$ cat config.mk
export PLATFORM = sky130hd
export DESIGN_NAME = encoder_reader_flat
export DESIGN_NICKNAME = d
export VERILOG_FILES = /design/src/rtl/encoder_pkg.sv /design/src/rtl/encoder_reader_if.sv /design/src/rtl/quad_channel.sv /design/src/rtl/encoder_reader.sv /design/src/flat_wrapper.sv
export SDC_FILE = /design/constraint.sdc
export NUM_CORES = 1
export LEC_CHECK = 0
export ABC_AREA = 1
export CAP_MARGIN = 20
export CORE_MARGIN = 5
export CORE_UTILIZATION = 55
export CTS_CLUSTER_DIAMETER = 30
export DETAILED_ROUTE_END_ITERATION = 12
export GPL_ROUTABILITY_DRIVEN = 0
export GPL_TIMING_DRIVEN = 1
export PLACE_DENSITY = 0.75
export SLEW_MARGIN = 20
export SYNTH_ARGS = -nofsm -noshare
export SYNTH_HDL_FRONTEND = slang
export SYNTH_SLANG_ARGS = --single-unit
$ cat constraint.sdc
create_clock -name clk -period 3.1 [get_ports clk]
set_input_delay 0.465 -clock clk [delete_from_list [all_inputs] [get_ports clk]]
set_output_delay 0.465 -clock clk [all_outputs]
set_load 0.005 [all_outputs]
$ cat src/rtl/encoder_pkg.sv
// Shared constants for the quadrature encoder reader: read-byte codes,
// quadrature phase encodings, data widths and the phase-index helper.
package encoder_pkg;

  localparam int unsigned N_MOTORS = 4;
  localparam int unsigned POS_W    = 16;
  localparam int unsigned SPD_W    = 8;

  localparam logic [1:0] BYTE_POS_LO = 2'd0;
  localparam logic [1:0] BYTE_POS_HI = 2'd1;
  localparam logic [1:0] BYTE_SPEED  = 2'd2;
  localparam logic [1:0] BYTE_STATUS = 2'd3;

  // {A,B} levels in forward rotation order
  localparam logic [1:0] QS_0 = 2'b00;
  localparam logic [1:0] QS_1 = 2'b01;
  localparam logic [1:0] QS_2 = 2'b11;
  localparam logic [1:0] QS_3 = 2'b10;

  // Position of an {A,B} level in the forward cycle; differences mod 4 give the step
  function automatic logic [1:0] quad_phase(input logic [1:0] ab);
    logic [1:0] ph;
    ph = 2'd0;
    case (ab)
      QS_0:    ph = 2'd0;
      QS_1:    ph = 2'd1;
      QS_2:    ph = 2'd2;
      QS_3:    ph = 2'd3;
      default: ph = 2'd0;
    endcase
    return ph;
  endfunction

endpackage

$ cat src/rtl/encoder_reader_if.sv
// Processor-side bus of the encoder reader: raw encoder pins, read/clear
// controls from the PicoBlaze and the measured-motion outputs.
interface encoder_reader_if;
  import encoder_pkg::*;

  logic [2*N_MOTORS-1:0] encoders;
  logic [1:0]            motor_select;
  logic [1:0]            byte_select;
  logic                  read_strobe;
  logic                  clear_pos;
  logic [7:0]            data_out;
  logic [N_MOTORS-1:0]   direction;
  logic                  speed_valid;

  modport master (
    output encoders, motor_select, byte_select, read_strobe, clear_pos,
    input  data_out, direction, speed_valid
  );

  modport slave (
    input  encoders, motor_select, byte_select, read_strobe, clear_pos,
    output data_out, direction, speed_valid
  );

endinterface

$ cat src/rtl/quad_channel.sv
// One encoder channel: synchroniser, glitch filter, x4 quadrature decode,
// position counter, direction flag and per-window speed accumulator.
module quad_channel
  import encoder_pkg::*;
#(
  parameter int unsigned FILTER_LEN = 4
) (
  input  logic             clk,
  input  logic             reset_n,
  input  logic [1:0]       i_ab,
  input  logic             i_clear,
  input  logic             i_window_end,
  output logic [POS_W-1:0] o_pos,
  output logic [SPD_W-1:0] o_speed,
  output logic             o_dir,
  output logic             o_illegal_c
);

  logic [1:0]                 r_sync;
  logic [1:0][FILTER_LEN-1:0] r_hist;
  logic [1:0]                 r_filt;
  logic [1:0]                 w_filt_nxt;
  logic [1:0]                 w_delta;
  logic                       w_inc;
  logic                       w_dec;
  logic                       w_step;
  logic [POS_W-1:0]           r_pos;
  logic [SPD_W-1:0]           r_acc;
  logic [SPD_W-1:0]           r_speed;
  logic                       r_dir;

  // r_hist[p][0] is the second synchroniser stage; a level is accepted once the whole history agrees
  always_comb begin
    w_filt_nxt = r_filt;
    for (int p = 0; p < 2; p++) begin
      if (&r_hist[p])       w_filt_nxt[p] = 1'b1;
      else if (~|r_hist[p]) w_filt_nxt[p] = 1'b0;
    end
    w_delta     = quad_phase(w_filt_nxt) - quad_phase(r_filt);
    w_inc       = (w_delta == 2'd1);
    w_dec       = (w_delta == 2'd3);
    w_step      = w_inc | w_dec;
    o_illegal_c = (w_delta == 2'd2);
  end

  always_ff @(posedge clk or negedge reset_n) begin
    if (!reset_n) begin
      r_sync  <= '0;
      r_hist  <= '0;
      r_filt  <= '0;
      r_pos   <= '0;
      r_dir   <= 1'b0;
      r_acc   <= '0;
      r_speed <= '0;
    end else begin
      r_sync <= i_ab;
      for (int p = 0; p < 2; p++) begin
        r_hist[p] <= {r_hist[p][FILTER_LEN-2:0], r_sync[p]};
      end
      r_filt <= w_filt_nxt;

      if (i_clear)    r_pos <= '0;
      else if (w_inc) r_pos <= r_pos + POS_W'(1);
      else if (w_dec) r_pos <= r_pos - POS_W'(1);

      if (w_inc)      r_dir <= 1'b1;
      else if (w_dec) r_dir <= 1'b0;

      // A step on the closing cycle is credited to the new window
      if (i_window_end) begin
        r_speed <= r_acc;
        r_acc   <= SPD_W'(w_step);
      end else if (w_step && (r_acc != '1)) begin
        r_acc <= r_acc + SPD_W'(1);
      end
    end
  end

  assign o_pos   = r_pos;
  assign o_speed = r_speed;
  assign o_dir   = r_dir;

endmodule

$ cat src/rtl/encoder_reader.sv
// Four-motor quadrature encoder reader: tick/window timing, coherent 16-bit
// position reads via shadow registers, sticky error flags and the read mux.
module encoder_reader
  import encoder_pkg::*;
#(
  parameter int unsigned CLK_DIV      = 250,
  parameter int unsigned SAMPLE_TICKS = 4000,
  parameter int unsigned FILTER_LEN   = 4
) (
  input  logic              clk,
  input  logic              reset_n,
  encoder_reader_if.slave   bus
);

  localparam int unsigned DIV_W = $clog2(CLK_DIV);
  localparam int unsigned WIN_W = $clog2(SAMPLE_TICKS);

  logic [DIV_W-1:0]                r_div;
  logic [WIN_W-1:0]                r_win;
  logic                            w_tick;
  logic                            w_window_end;
  logic [N_MOTORS-1:0][POS_W-1:0]  w_pos;
  logic [N_MOTORS-1:0][SPD_W-1:0]  w_speed;
  logic [N_MOTORS-1:0]             w_dir;
  logic [N_MOTORS-1:0]             w_illegal;
  logic [N_MOTORS-1:0]             r_err;
  logic [N_MOTORS-1:0][7:0]        r_shadow;
  logic [7:0]                      w_rd_data;
  logic [7:0]                      r_data;
  logic                            r_speed_valid;
  logic                            w_rd_lo;
  logic                            w_rd_status;

  assign w_tick       = (r_div == DIV_W'(CLK_DIV - 1));
  assign w_window_end = w_tick && (r_win == WIN_W'(SAMPLE_TICKS - 1));
  assign w_rd_lo      = bus.read_strobe && (bus.byte_select == BYTE_POS_LO);
  assign w_rd_status  = bus.read_strobe && (bus.byte_select == BYTE_STATUS);

  for (genvar k = 0; k < N_MOTORS; k++) begin : g_ch
    quad_channel #(.FILTER_LEN(FILTER_LEN)) u_ch (
      .clk          (clk),
      .reset_n      (reset_n),
      .i_ab         ({bus.encoders[2*k], bus.encoders[2*k+1]}),
      .i_clear      (bus.clear_pos && (bus.motor_select == 2'(k))),
      .i_window_end (w_window_end),
      .o_pos        (w_pos[k]),
      .o_speed      (w_speed[k]),
      .o_dir        (w_dir[k]),
      .o_illegal_c  (w_illegal[k])
    );
  end

  // High byte is always served from the shadow captured by the low-byte read
  always_comb begin
    w_rd_data = '0;
    case (bus.byte_select)
      BYTE_POS_LO: w_rd_data = w_pos[bus.motor_select][7:0];
      BYTE_POS_HI: w_rd_data = r_shadow[bus.motor_select];
      BYTE_SPEED:  w_rd_data = w_speed[bus.motor_select];
      BYTE_STATUS: w_rd_data = {r_err[bus.motor_select], w_dir[bus.motor_select], 6'b0};
      default:     w_rd_data = '0;
    endcase
  end

  always_ff @(posedge clk or negedge reset_n) begin
    if (!reset_n) begin
      r_div         <= '0;
      r_win         <= '0;
      r_speed_valid <= 1'b0;
      r_data        <= '0;
      r_shadow      <= '0;
      r_err         <= '0;
    end else begin
      if (w_tick) begin
        r_div <= '0;
        r_win <= w_window_end ? '0 : r_win + WIN_W'(1);
      end else begin
        r_div <= r_div + DIV_W'(1);
      end
      r_speed_valid <= w_window_end;
      r_data        <= w_rd_data;

      if (w_rd_lo) r_shadow[bus.motor_select] <= w_pos[bus.motor_select][POS_W-1 -: 8];

      // A fresh illegal transition outranks a status-read clear
      for (int k = 0; k < N_MOTORS; k++) begin
        if (w_illegal[k])                                          r_err[k] <= 1'b1;
        else if (w_rd_status && (bus.motor_select == 2'(k)))       r_err[k] <= 1'b0;
      end
    end
  end

  assign bus.data_out    = r_data;
  assign bus.direction   = w_dir;
  assign bus.speed_valid = r_speed_valid;

endmodule

$ cat src/flat_wrapper.sv
// flat-port wrapper written by rule: the top's interface ports become plain ports
module encoder_reader_flat import encoder_pkg::*;
#(
  parameter int unsigned CLK_DIV      = 250,
  parameter int unsigned SAMPLE_TICKS = 4000,
  parameter int unsigned FILTER_LEN   = 4
)
  (clk, reset_n, bus_encoders, bus_motor_select, bus_byte_select, bus_read_strobe, bus_clear_pos, bus_data_out, bus_direction, bus_speed_valid);
  encoder_reader_if bus_i ();
  input  logic clk;
  input  logic reset_n;
  input wire logic [$bits(bus_i.encoders)-1:0] bus_encoders;
  input wire logic [$bits(bus_i.motor_select)-1:0] bus_motor_select;
  input wire logic [$bits(bus_i.byte_select)-1:0] bus_byte_select;
  input wire logic [$bits(bus_i.read_strobe)-1:0] bus_read_strobe;
  input wire logic [$bits(bus_i.clear_pos)-1:0] bus_clear_pos;
  output wire logic [$bits(bus_i.data_out)-1:0] bus_data_out;
  output wire logic [$bits(bus_i.direction)-1:0] bus_direction;
  output wire logic [$bits(bus_i.speed_valid)-1:0] bus_speed_valid;
  assign bus_i.encoders = bus_encoders;
  assign bus_i.motor_select = bus_motor_select;
  assign bus_i.byte_select = bus_byte_select;
  assign bus_i.read_strobe = bus_read_strobe;
  assign bus_i.clear_pos = bus_clear_pos;
  assign bus_data_out = bus_i.data_out;
  assign bus_direction = bus_i.direction;
  assign bus_speed_valid = bus_i.speed_valid;
  encoder_reader #(.CLK_DIV(CLK_DIV), .SAMPLE_TICKS(SAMPLE_TICKS), .FILTER_LEN(FILTER_LEN)) u_core (.clk(clk), .reset_n(reset_n), .bus(bus_i));
endmodule
**After elaboration in Yosys (flattened, before gate mapping)**

Cells that the tools add are included.

- $add $sub $neg: 18
- Order comparisons: 2
- Eq/ne operators: 48
- Mux-type cells: 76
- Bitwise logic cells: 4
- Reductions and logical operators: 58

Operator list:

| operator | number |
|---|---|
| two-way mux 16 bit | 13 |
| two-way mux 8 bit | 12 |
| adder 16 x 1 -> 16 bit, second input constant | 4 |
| case mux 2 bit (4 select lines) | 8 |
| subtractor 16 x 1 -> 16 bit, second input constant | 4 |
| equality test 2 bit, second input constant | 28 |
| adder 8 x 1 -> 8 bit, second input constant | 5 |
| two-way mux 1 bit | 34 |
| binary-select mux 16 bit (select 2 bit) | 1 |
| binary-select mux 8 bit (select 2 bit) | 2 |
| bitwise mux 32 bit | 1 |
| != test 8 bit, second input constant | 4 |
| case mux 8 bit (4 select lines) | 1 |
| AND reduction 4 bit | 8 |
| OR reduction 4 bit | 8 |
| equality test 2 x 1 -> 1 bit, second input constant | 14 |
| nonzero test 2 bit | 12 |
| logical NOT 2 bit | 10 |
| demux 8 bit (select 2 bit) | 1 |
| logical AND 1 bit | 16 |
| adder 12 x 1 -> 12 bit, second input constant | 1 |
| equality test 12 bit, second input constant | 1 |
| two-way mux 12 bit | 1 |
| nonzero test 3 bit | 4 |
| 6 further kinds | 13 |

- Bits in registers: 245
- Input bits: 16
- Output and inout port bits: 13
- Word-level logic and storage cells: 250

**Logic depth before layout (Yosys ltp)**

Gate-level depths: netlist of run 1.

- Depth after elaboration: 11
- Gate-level depth with buffers: 24
- Mapped depth without buffers: 24

**Hierarchy**

A second synthesis of run 1 with hierarchy kept.

- Cells, all modules: 1859
- Area, all modules: 14261.2 µm²

Modules (own cells, without submodules):

| module | instances | cells each | area each (µm²) | sequential area each (µm²) |
|---|---|---|---|---|
| quad_channel at u_core.g_ch[1].u_ch ... | 2 | 326 | 2616.3 | 1126.1 |
| encoder_reader | 1 | 567 | 3837.4 | 1626.6 |
| quad_channel at u_core.g_ch[0].u_ch | 1 | 321 | 2605.0 | 1126.1 |
| quad_channel at u_core.g_ch[3].u_ch | 1 | 319 | 2586.2 | 1126.1 |

**Worst setup path after synthesis of run 1**

Ideal clock, no wire load.

- Path type: register -> register
- Start point: reg u_core.g_ch[0].u_ch.r_hist[1] in the netlist's numbering
- End point: reg u_core.g_ch[0].u_ch.r_pos[15]
- Library setup time: 0.119 ns
- Arrival: 3.094 ns
- Data required time: 2.981 ns
- Slack: -0.112 ns
- Stages on the path, launching flop included: 16
- Period minus slack after synthesis: 3.212 ns
- Path through: dfrtp_1 > nor4_1 > o21ai_0 > xor2_1 > ha_1 > inv_1 > clkbuf_1 > nand2_1 > ha_1 > a21o_1 > a21oi_1 > nand2_1 > a21oi_1 > nand3_1 > nand3_1 > nand2_1

- Cells in the longest elaborated chain, start to end: 9
- Elaborated cells on any way between the ends: 15
- Those cells by class: add/sub: 1; eq/ne: 5; mux: 5; reduce/logical: 4

Ends and longest elaborated chain:

| element | line | source |
|---|---|---|
| start, declared | quad_channel.sv:20 | `logic [1:0][FILTER_LEN-1:0] r_hist;` |
| start signal, assigned by index | quad_channel.sv:58 | `r_hist[p] <= {r_hist[p][FILTER_LEN-2:0], r_sync[p]};` |
| OR reduction 4 bit | quad_channel.sv:37 | `else if (~\|r_hist[p]) w_filt_nxt[p] = 1'b0;` |
| two-way mux 1 bit | quad_channel.sv:37 |  |
| two-way mux 1 bit * | quad_channel.sv:36 | `if (&r_hist[p]) w_filt_nxt[p] = 1'b1;` |
| via u_core.g_ch[0].u_ch.w_filt_nxt[0] | quad_channel.sv:22 | `logic [1:0] w_filt_nxt;` |
| equality test 2 bit, or another cell as far along | encoder_pkg.sv:24 | `case (ab)` |
| case mux 2 bit (4 select lines) * | encoder_pkg.sv:24 |  |
| subtractor 2 bit * | quad_channel.sv:39 | `w_delta = quad_phase(w_filt_nxt) - quad_phase(r_filt);` |
| equality test 2 x 1 -> 1 bit | quad_channel.sv:40 | `w_inc = (w_delta == 2'd1);` |
| two-way mux 16 bit | quad_channel.sv:63 | `else if (w_inc) r_pos <= r_pos + POS_W'(1);` |
| two-way mux 16 bit | quad_channel.sv:62 | `if (i_clear) r_pos <= '0;` |
| end signal, assigned | quad_channel.sv:63 |  |
| end signal, assigned | quad_channel.sv:64 | `else if (w_dec) r_pos <= r_pos - POS_W'(1);` |
| end, declared | quad_channel.sv:27 | `logic [POS_W-1:0] r_pos;` |

The timed path passes the listed nets; every way through them passes the cells marked *.
A chain may end at the register's enable or synchronous reset.

**Final worst setup path of run 1**

- Start point: reg u_core.g_ch[2].u_ch.r_hist[0] in the netlist's numbering
- End point: reg u_core.g_ch[2].u_ch.r_pos[15]

- Cells in the longest elaborated chain, start to end: 9
- Elaborated cells on any way between the ends: 15
- Those cells by class: add/sub: 1; eq/ne: 5; mux: 5; reduce/logical: 4

Ends and longest elaborated chain:

| element | line |
|---|---|
| start, declared | quad_channel.sv:20 |
| start signal, assigned by index | quad_channel.sv:58 |
| OR reduction 4 bit | quad_channel.sv:37 |
| two-way mux 1 bit | quad_channel.sv:37 |
| two-way mux 1 bit * | quad_channel.sv:36 |
| equality test 2 bit, or another cell as far along | encoder_pkg.sv:24 |
| case mux 2 bit (4 select lines) * | encoder_pkg.sv:24 |
| subtractor 2 bit * | quad_channel.sv:39 |
| equality test 2 x 1 -> 1 bit | quad_channel.sv:40 |
| two-way mux 16 bit | quad_channel.sv:63 |
| two-way mux 16 bit | quad_channel.sv:62 |
| end signal, assigned | quad_channel.sv:63 |
| end signal, assigned | quad_channel.sv:64 |
| end, declared | quad_channel.sv:27 |

Mark *: on every way between the ends. The rest lies on a longest branch, timed or not.

==> results summary, run 1 <==
The fraction of layout instances using a drive strength above 1 is 22.7%. The initial antenna violation count is 0. The placed instance count is 2146.

The post-synth net total came out at 1879. The initial utilization of the core area, before any placement, comes to 55.4%. The hold violation total from the final report came to 0. The global routing met2 resource utilization is 42.0%. The wire length per cell after detailed routing is 18.4 um. The arrival time reported for the critical path endpoint came out at 3.67 ns. After synthesis, the share of cell area in mux cells is 0%. In this run the tightest slew margin relative to its limit is 53.9%. Clock-pin slew was measured on the worst setup and hold paths at 0.05 ns. The post-synthesis register bit count came out at 245. The antenna diode count came out at 0. The stage delay of the slowest cell on the critical path is 0.39 ns. The floorplan die width is 169 um. Detailed placement finished with a half-perimeter wire length of 25.3 mm. The post-synthesis area per instance is 7.83 um2. The basic-gate share of the synthesized area counting and, or, nand and nor cells came out at 22.0%. Counting flops with an async set or reset pin after synthesis yields a share of 100%.

The tightest min-delay check is of the reg -> reg type. TritonCTS built the clock tree. Tracing the worst setup path back leads to its startpoint at u_core.g_ch[2].u_ch.r_hist[0]. The tool flagged a number of max-cap violations equal to 0. The post-route clock period utilization came out at 104%. The worst-case register-to-register setup slack came out at -0.13 ns. The run finished, with violations left. Timing analysis after detailed placement gives a worst setup slack of -0.105 ns.

The clock arrives with 0.0223 ns of skew. The summed negative setup slack over all endpoints came out at -0.715 ns. For the pin with the worst max-slew slack, the measured transition is 0.689 ns. Setup repair after global routing could not meet its margin everywhere.

The floorplan has 58 rows. The maximum number of pins on one net before global-route repair came out at 85. The gate count of the mapped netlist came out at 1772. The H-tree was split into 2 levels. The setup slack after layout is -0.126 ns. The required arrival time at the worst endpoint is 3.54 ns.

The synthesized netlist devotes 1.20% of its cell area to XOR and XNOR gates. The number of library cell types mapped by synthesis is 42. The timing-limited maximum frequency is 310 MHz. The total of endpoints with negative setup slack in the final report is 15. The overall die area is 28500 um2.

In this run the critical register-to-register path is launched from u_core.g_ch[2].u_ch.r_hist[0]. The top-level I/O count is 29. The total overflow left after global routing is 0. The fraction of met1 tracks used by global routing came out at 33.8%. The max-slew violation count came out at 0. Yosys mapped a number of flops with a built-in enable equal to 0. The largest family of logic cells by synthesized area is simple AND/OR/NAND/NOR gates. The most used flip-flop cell after synthesis is sky130_fd_sc_hd__dfrtp_1. The area growth from synthesis to layout is 34.9%.

The total DRC errors in the routed layout is 0. The share of the synthesized area in compound gates (AO/OA/AOI/OAI) is 16.4%. The time the worst path needs with I/O delays and setup came out at 3.23 ns.

The most crowded layer after global routing is met2. Global routing consumed, over all layers together, 25.5% of the routing resources. The first global-routing pass estimated 60.1 mm of wire. The source-to-sink clock delay at the later pin of the worst-skew pair came out at 0.57 ns. The via total after detailed routing came out at 13468.

The critical path goes through nor2_1 -> nand3_1 -> a22oi_2 -> xor2_1 -> ha_2 -> inv_2 -> nand3_2 -> nand2_2 -> inv_2 -> nand2_2 -> nand2_4 -> nand2_8 -> clkbuf_16 -> ha_4 -> nand2_1 -> nor2_2 -> and2_1 -> nand2_1 -> nand3_2 -> nand3_1 -> nand3_1 -> nand2_1. The final cell count without fillers came out at 2286. In this run the most critical hold path is launched from u_core.g_ch[0].u_ch.r_sync[0]. The clock root buffer is sky130_fd_sc_hd__clkbuf_16.

The clock sink count came out at 245. The starting DRC count in detailed routing came out at 1566. The capturing element type of the critical path is a flip-flop.

The global routing usage on met3 came out at 4.93%. The slowest stage of the critical path belongs to the cell sky130_fd_sc_hd__dfrtp_1. The number of input and output port buffers inserted is 28. The total number of yosys warnings came out at 0. The startpoint-to-endpoint class of the critical path is reg -> reg. STA classifies the critical path startpoint as a flip-flop. The adder-cell area share of the yosys netlist came out at 8.42%.

The endpoint identified for the worst register-to-register timing path is u_core.g_ch[2].u_ch.o_pos[15]. The worst reg2reg path depth is 22. The number of buffers between clock root and the deepest sink is 3.

The share of synthesized area occupied by flip-flops and latches is 44.2%. The total area inside the core boundary comes to 25000 um2. The total iterations of the first detailed-routing run came out at 6.

The end point of the critical path is u_core.g_ch[2].u_ch.o_pos[15]. The mean number of vias per cell came out at 5.89. The checks that failed: negative setup slack. The clock buffer count from CTS is 53. The number of nets with antenna violations after detailed routing came out at 0. The number of global-route vias before repair came out at 12264. The final layout contains routed wiring with a total length of 42.0 mm. Of all nets on the critical path, the largest fanout is 8. The cell area that synthesis handed to floorplanning was 13900 um2. The die is 169 um tall.

The net total in the final layout came out at 2019.
## placed cells by master (no fill, tap or decap), types with 8 or more instances in the layout
| cell | Yosys | layout |
|---|---|---|
| sky130_fd_sc_hd__bufinv_16 | 0 | 8 |
| sky130_fd_sc_hd__xor2_1 | 13 | 13 |
| sky130_fd_sc_hd__nand2_1 | 457 | 396 |
| sky130_fd_sc_hd__buf_4 | 7 | 70 |
| sky130_fd_sc_hd__a21o_1 | 12 | 12 |
| sky130_fd_sc_hd__clkbuf_16 | 0 | 61 |
| sky130_fd_sc_hd__nor3_1 | 27 | 24 |
| sky130_fd_sc_hd__nand3_2 | 0 | 26 |
| sky130_fd_sc_hd__nand3_1 | 111 | 83 |
| sky130_fd_sc_hd__a22oi_1 | 30 | 29 |
| sky130_fd_sc_hd__nand4_1 | 15 | 15 |
| sky130_fd_sc_hd__nor2_1 | 103 | 86 |
| sky130_fd_sc_hd__a31oi_1 | 12 | 10 |
| sky130_fd_sc_hd__o21ai_0 | 195 | 162 |
| sky130_fd_sc_hd__clkinv_2 | 1 | 8 |
| sky130_fd_sc_hd__o21ai_1 | 3 | 29 |
| sky130_fd_sc_hd__ha_1 | 87 | 24 |
| sky130_fd_sc_hd__nor2_2 | 5 | 20 |
| sky130_fd_sc_hd__nand2_2 | 2 | 53 |
| sky130_fd_sc_hd__nand2_4 | 0 | 9 |
| sky130_fd_sc_hd__clkinvlp_4 | 0 | 8 |
| sky130_fd_sc_hd__inv_6 | 0 | 12 |
| sky130_fd_sc_hd__dfrtp_1 | 245 | 245 |
| sky130_fd_sc_hd__a21oi_2 | 0 | 27 |
| sky130_fd_sc_hd__o22ai_1 | 45 | 43 |
| sky130_fd_sc_hd__a21oi_1 | 90 | 56 |
| sky130_fd_sc_hd__clkinv_1 | 9 | 9 |
| sky130_fd_sc_hd__inv_2 | 1 | 15 |
| sky130_fd_sc_hd__ha_4 | 0 | 59 |
| sky130_fd_sc_hd__clkdlybuf4s50_1 | 0 | 27 |
| sky130_fd_sc_hd__inv_1 | 229 | 215 |
## flip-flops by register name, summed over array words and instances (netlist names)
name,flops
u_core.r_err,4
u_core.r_win,12
u_core.g_ch.u_ch.r_hist,32
u_core.r_shadow,32
u_core.g_ch.u_ch.r_filt,8
u_core.bus.data_out,8
u_core.g_ch.u_ch.o_dir,4
u_core.g_ch.u_ch.o_speed,32
u_core.bus.speed_valid,1
u_core.g_ch.u_ch.r_acc,32
u_core.g_ch.u_ch.r_sync,8
u_core.r_div,8
u_core.g_ch.u_ch.o_pos,64
## worst max-delay path: cells and delay by family, from the launching register on
kind                       cells  cell delay (ns)
AOI/OAI and AO/OA              1             0.25
xor gates and xnor gates       1             0.21
adders and majority gates      2             0.54
buffers and inverters          3             0.29
DFF                            1             0.39
and+or+nand+nor               15             1.42
## final cells by class
class	instances	area (um2)
Clock buffer	58	1380
Clock inverter	41	536
Fill cell	1614	6320
Inverter	240	902
Multi-Input combinational cell	1253	8140
Sequential cell	245	6130
Tap cell	330	413
Timing Repair Buffer	119	1220
## worst min-delay path by stage
stage	to	slack (ns)	depth (start not counted)
floorplan	u_core.bus.data_out[0]	0.17	0
global placement	u_core.g_ch[0].u_ch.r_hist[4]	0.33	0
detailed placement	u_core.g_ch[2].u_ch.r_hist[4]	0.34	0
CTS	u_core.g_ch[2].u_ch.r_sync[1]	0.33	1
global route	u_core.g_ch[2].u_ch.r_sync[1]	0.33	1
finish	u_core.g_ch[0].u_ch.r_hist[0]	0.34	0
## routing by layer
| layer | wire (um) | vias to the layer above |
|---|---|---|
| met2 | 20300 | 660 |
| li1 | - | 6206 |
| met4 | 1830 | 0 |
| met5 | 0 | - |
| met1 | 16500 | 6440 |
| met3 | 3410 | 162 |
## metrics by stage
step | hold WS, ns | cell area, um2 | utilization (%)
after floorplan | 0.169 | 13900 | -
after global routing | 0.334 | 18700 | 74.8
final | 0.338 | 18700 | 74.8
after global placement | 0.332 | 14900 | 59.4
after CTS | 0.327 | 17000 | 67.9
after detailed placement | 0.336 | 14900 | 59.4
## synthesized netlist by cell type, types with 3 or more instances
master / n / area share [%]
sky130_fd_sc_hd__nand2_1: 457 / 12
sky130_fd_sc_hd__dfrtp_1: 245 / 44
sky130_fd_sc_hd__inv_1: 229 / 6.2
sky130_fd_sc_hd__o21ai_0: 195 / 7.0
sky130_fd_sc_hd__nand3_1: 111 / 4.0
sky130_fd_sc_hd__nor2_1: 103 / 2.8
sky130_fd_sc_hd__a21oi_1: 90 / 3.2
sky130_fd_sc_hd__ha_1: 87 / 7.8
sky130_fd_sc_hd__o22ai_1: 45 / 2.0
sky130_fd_sc_hd__a22oi_1: 30 / 1.6
sky130_fd_sc_hd__nor3_1: 27 / 0.97
sky130_fd_sc_hd__nand4_1: 15 / 0.68
sky130_fd_sc_hd__xor2_1: 13 / 0.82
sky130_fd_sc_hd__a21o_1: 12 / 0.65
sky130_fd_sc_hd__a31oi_1: 12 / 0.54
sky130_fd_sc_hd__clkbuf_1: 12 / 0.32
sky130_fd_sc_hd__buf_2: 11 / 0.40
sky130_fd_sc_hd__clkinv_1: 9 / 0.24
sky130_fd_sc_hd__buf_4: 7 / 0.38
sky130_fd_sc_hd__o21a_1: 6 / 0.32
sky130_fd_sc_hd__xnor2_1: 6 / 0.38
sky130_fd_sc_hd__nor2_2: 5 / 0.23
sky130_fd_sc_hd__a21boi_0: 4 / 0.22
sky130_fd_sc_hd__and2_1: 4 / 0.18
sky130_fd_sc_hd__fa_1: 4 / 0.58
sky130_fd_sc_hd__nor4_1: 4 / 0.18
sky130_fd_sc_hd__o211ai_1: 4 / 0.22
sky130_fd_sc_hd__o21ai_1: 3 / 0.11
sky130_fd_sc_hd__o21bai_1: 3 / 0.16
sky130_fd_sc_hd__o221ai_1: 3 / 0.19
## cell families after synthesis
| logic type | after synthesis |
|---|---|
| compound gates | 408 |
| xor+xnor | 19 |
| fa+ha+maj | 91 |
| simple gates | 735 |
| flops | 245 |
| buf+inv | 274 |
## timing repair
| action | 4_1_cts | 5_1_grt |
|---|---|---|
| pin swaps | 1 | 109 |
| cloned | 0 | 10 |
| hold buffers | 1 | 0 |
| endpoints found under the hold margin | 80 | 0 |
| gates resized for setup | 39 | 281 |
| endpoints found under the setup margin | 37 | 46 |
| setup buffers | 0 | 30 |
Power of run 1 is not shown: default switching activity piles up to over one toggle a cycle in this logic, so the estimate is an artifact.
==> inputs of run 2 (changes only) <==
--- a/config.mk
+++ b/config.mk
@@ -14,7 +14,7 @@
 export GPL_ROUTABILITY_DRIVEN = 0
 export GPL_TIMING_DRIVEN = 1
 export PLACE_DENSITY = 0.75
-export SLEW_MARGIN = 20
+export SLEW_MARGIN = 0
 export SYNTH_ARGS = -nofsm -noshare
 export SYNTH_HDL_FRONTEND = slang
 export SYNTH_SLANG_ARGS = --single-unit
==> results of run 2 <==
Final layout, timing and power as in run 1 (identical DEF).
Power of run 2 is left out for the same reason.
==> inputs of run 3 (changes only) <==
--- a/config.mk
+++ b/config.mk
@@ -14,6 +14,7 @@
 export GPL_ROUTABILITY_DRIVEN = 0
 export GPL_TIMING_DRIVEN = 1
 export PLACE_DENSITY = 0.75
+export REMOVE_ABC_BUFFERS = 1
 export SLEW_MARGIN = 0
 export SYNTH_ARGS = -nofsm -noshare
 export SYNTH_HDL_FRONTEND = slang
==> results summary, run 3 (synthesized netlist as in run 1, its figures left out) <==
Outcome: complete, but fails checks (unchanged). Violated checks: negative setup slack (unchanged). The setup slack after layout came out at -0.134 ns (was -0.126 ns). The final design area excluding fillers came out at 19200 um2 (was 18700 um2). The top-level I/O count came out at 29 (unchanged). The clock buffer count from CTS came out at 57 (was 53). The startpoint-to-endpoint class of the critical path is reg -> reg (unchanged).

The total DRC errors in the routed layout came to 0 (unchanged). The net total in the final layout came to 2030 (was 2019). The floorplan die width came to 169 um (unchanged). The largest fanout on the critical path came to 8 (unchanged). The synthesis-to-finish area growth came to 38.5% (was 34.9%). The family with the most delay on the worst path is simple AND/OR/NAND/NOR gates (unchanged).

The clock root buffer is sky130_fd_sc_hd__clkbuf_16 (unchanged). The worst-case register-to-register setup slack is -0.13 ns (about the same). The antenna diode count is 0 (unchanged). The initial antenna violation count came out at 0 (unchanged). The via total after detailed routing came out at 13900 (was 13468).

The number of global-route vias before repair came out at 12596 (was 12264). The stage delay of the slowest cell on the critical path is 0.40 ns (was 0.39 ns). The wire length per cell after detailed routing is 19.4 um (was 18.4 um). The clock sink count is 245 (unchanged). The max-slew violation count is 0 (unchanged).

The number of nets with antenna violations after detailed routing is 0 (unchanged). The total core area is 25000 um2 (unchanged). The overall die area is 28500 um2 (unchanged).

The total routing usage reported by global routing is 25.8% (was 25.5%). The wire length of the first global-routing pass is 60.8 mm (was 60.1 mm). The number of buffers and inverters on the critical path came out at 3 (unchanged). The library cell contributing the largest single delay on the critical path is sky130_fd_sc_hd__dfrtp_1 (unchanged). Setup repair after global routing missed its margin: true (unchanged). The remaining global-route overflow came out at 0 (unchanged). The TritonCTS clock tree is yes (unchanged).

The number of buffers between clock root and the deepest sink came to 3 (unchanged). The number of cell rows came to 58 (unchanged). The placement-stage cell area was 14800 um2 (was 14900 um2). The half-perimeter wire length of the detailed placement result was 25.0 mm (was 25.3 mm).

The arrival time reported for the critical path endpoint came out at 3.71 ns (was 3.67 ns). The placed instance count came out at 2144 (was 2146). The maximum number of pins on one net before global-route repair is 71 (was 85). The final-layout worst hold slack came out at 0.339 ns (was 0.338 ns). The y dimension of the die came out at 169 um (unchanged). The launching element type of the critical path is a flip-flop (unchanged). Ordered list of cells on the worst path: nor2_1 -> nand3_1 -> a22oi_2 -> xor2_1 -> ha_2 -> inv_2 -> nand3_2 -> nand2_2 -> inv_2 -> nand2_2 -> nand2_2 -> nand2_4 -> clkbuf_16 -> ha_4 -> a21oi_4 -> o21a_1 -> nor2_1 -> nor2_1 -> nand2_1 -> nand2_1 -> nand2_1 -> o21ai_1 (was nor2_1 -> nand3_1 -> a22oi_2 -> xor2_1 -> ha_2 -> inv_2 -> nand3_2 -> nand2_2 -> inv_2 -> nand2_2 -> nand2_4 -> nand2_8 -> clkbuf_16 -> ha_4 -> nand2_1 -> nor2_2 -> and2_1 -> nand2_1 -> nand3_2 -> nand3_1 -> nand3_1 -> nand2_1). The mean number of vias per cell is 6.04 (was 5.89). The post-route clock period utilization came out at 104% (about the same).

The actual slew at the worst max-slew pin was 0.651 ns (was 0.689 ns). The path category of the worst min-delay check was reg -> reg (unchanged). Commonest non-fill, non-tap cells in the layout: sky130_fd_sc_hd__nand2_1, sky130_fd_sc_hd__dfrtp_1, sky130_fd_sc_hd__inv_1 (unchanged). The final wirelength came out at 44.7 mm (was 42.0 mm).

The number of input and output port buffers inserted came out at 28 (unchanged). The summed negative setup slack over all endpoints came out at -0.796 ns (was -0.715 ns). The fraction of layout instances using a drive strength above 1 is 25.6% (was 22.7%).

The timing-limited maximum frequency was 309 MHz (was 310 MHz). The starting density of the core is 55.4% (unchanged). The starting DRC count in detailed routing came out at 1730 (was 1566). The max-cap check violation count came to 0 (unchanged).

The time the worst path needs with I/O delays and setup is 3.23 ns (about the same). The total of endpoints with negative setup slack in the final report came out at 19 (was 15). The source-to-sink clock delay at the later pin of the worst-skew pair is 0.56 ns (was 0.57 ns). The capturing element type of the critical path is a flip-flop (unchanged).

The clock slew seen by the registers of the worst setup and hold paths came out at 0.05 ns (about the same). The flip-flop count of the largest register after layout came to 64 (unchanged). The most common library cell in the layout ignoring fill and taps is sky130_fd_sc_hd__nand2_1 (unchanged). The remaining max-slew budget at the tightest pin came out at 56.5% (was 53.9%).

The hold violation total from the final report was 0 (unchanged). The total iterations of the first detailed-routing run came to 7 (was 6). The worst clock skew is 0.0149 ns (was 0.0223 ns). The required arrival time at the worst endpoint came out at 3.58 ns (was 3.54 ns).

The final cell count without fillers is 2300 (was 2286). The H-tree level count is 2 (unchanged).
[run 3: cell type report]
type | instances | area (um2)
inverter | 240 | 905
sequential | 245 | 6130
tap | 330 | 413
multi-input combinational | 1253 | 8480
clock inverter | 31 | 465
clock buffer | 75 | 1560
timing repair buffer | 126 | 1260
fill | 1564 | 5820
[run 3: timing repair]
item	CTS	global route
endpoints found under the setup margin	34	44
gates cloned	0	10
hold endpoints to repair	61	0
setup buffers	1	38
hold buffers	1	0
resized for setup	52	349
pin swaps	2	163
[run 3: per-stage QoR]
stage / utilization [%] / worst slack (ns)
5_1_grt: 76.8 / -0.426
4_1_cts: 68.6 / -0.00893
2_1_floorplan: - / 0.00235
6_report: 76.8 / -0.134
3_3_place_gp: 59.2 / -0.0292
3_5_place_dp: 59.2 / -0.131
[run 3: path summary, 6_finish.rpt]
path                            cells after the start                            end                          start
min in group asynchronous                           2  u_core.g_ch[0].u_ch.o_pos[14]                        reset_n
worst max-delay path                               22  u_core.g_ch[2].u_ch.o_pos[14]  u_core.g_ch[2].u_ch.r_hist[0]
max in group asynchronous                           3   u_core.g_ch[2].u_ch.r_acc[3]                        reset_n
worst min-delay path                                0  u_core.g_ch[1].u_ch.r_hist[0]  u_core.g_ch[1].u_ch.r_sync[0]
worst max register to register                     22  u_core.g_ch[2].u_ch.o_pos[14]  u_core.g_ch[2].u_ch.r_hist[0]
worst min register to register                      0  u_core.g_ch[1].u_ch.r_hist[0]  u_core.g_ch[1].u_ch.r_sync[0]
[run 3: per-layer routing]
layer  vias to the layer above  track usage [%]  routed length (um)
li1                       6230                -                   -
met1                      6595             33.9               16700
met2                       841             42.7               21700
met3                       234             4.44                3760
met4                         0             10.0                2560
met5                         -                0                   0
Power of run 3 is left out for the same reason.
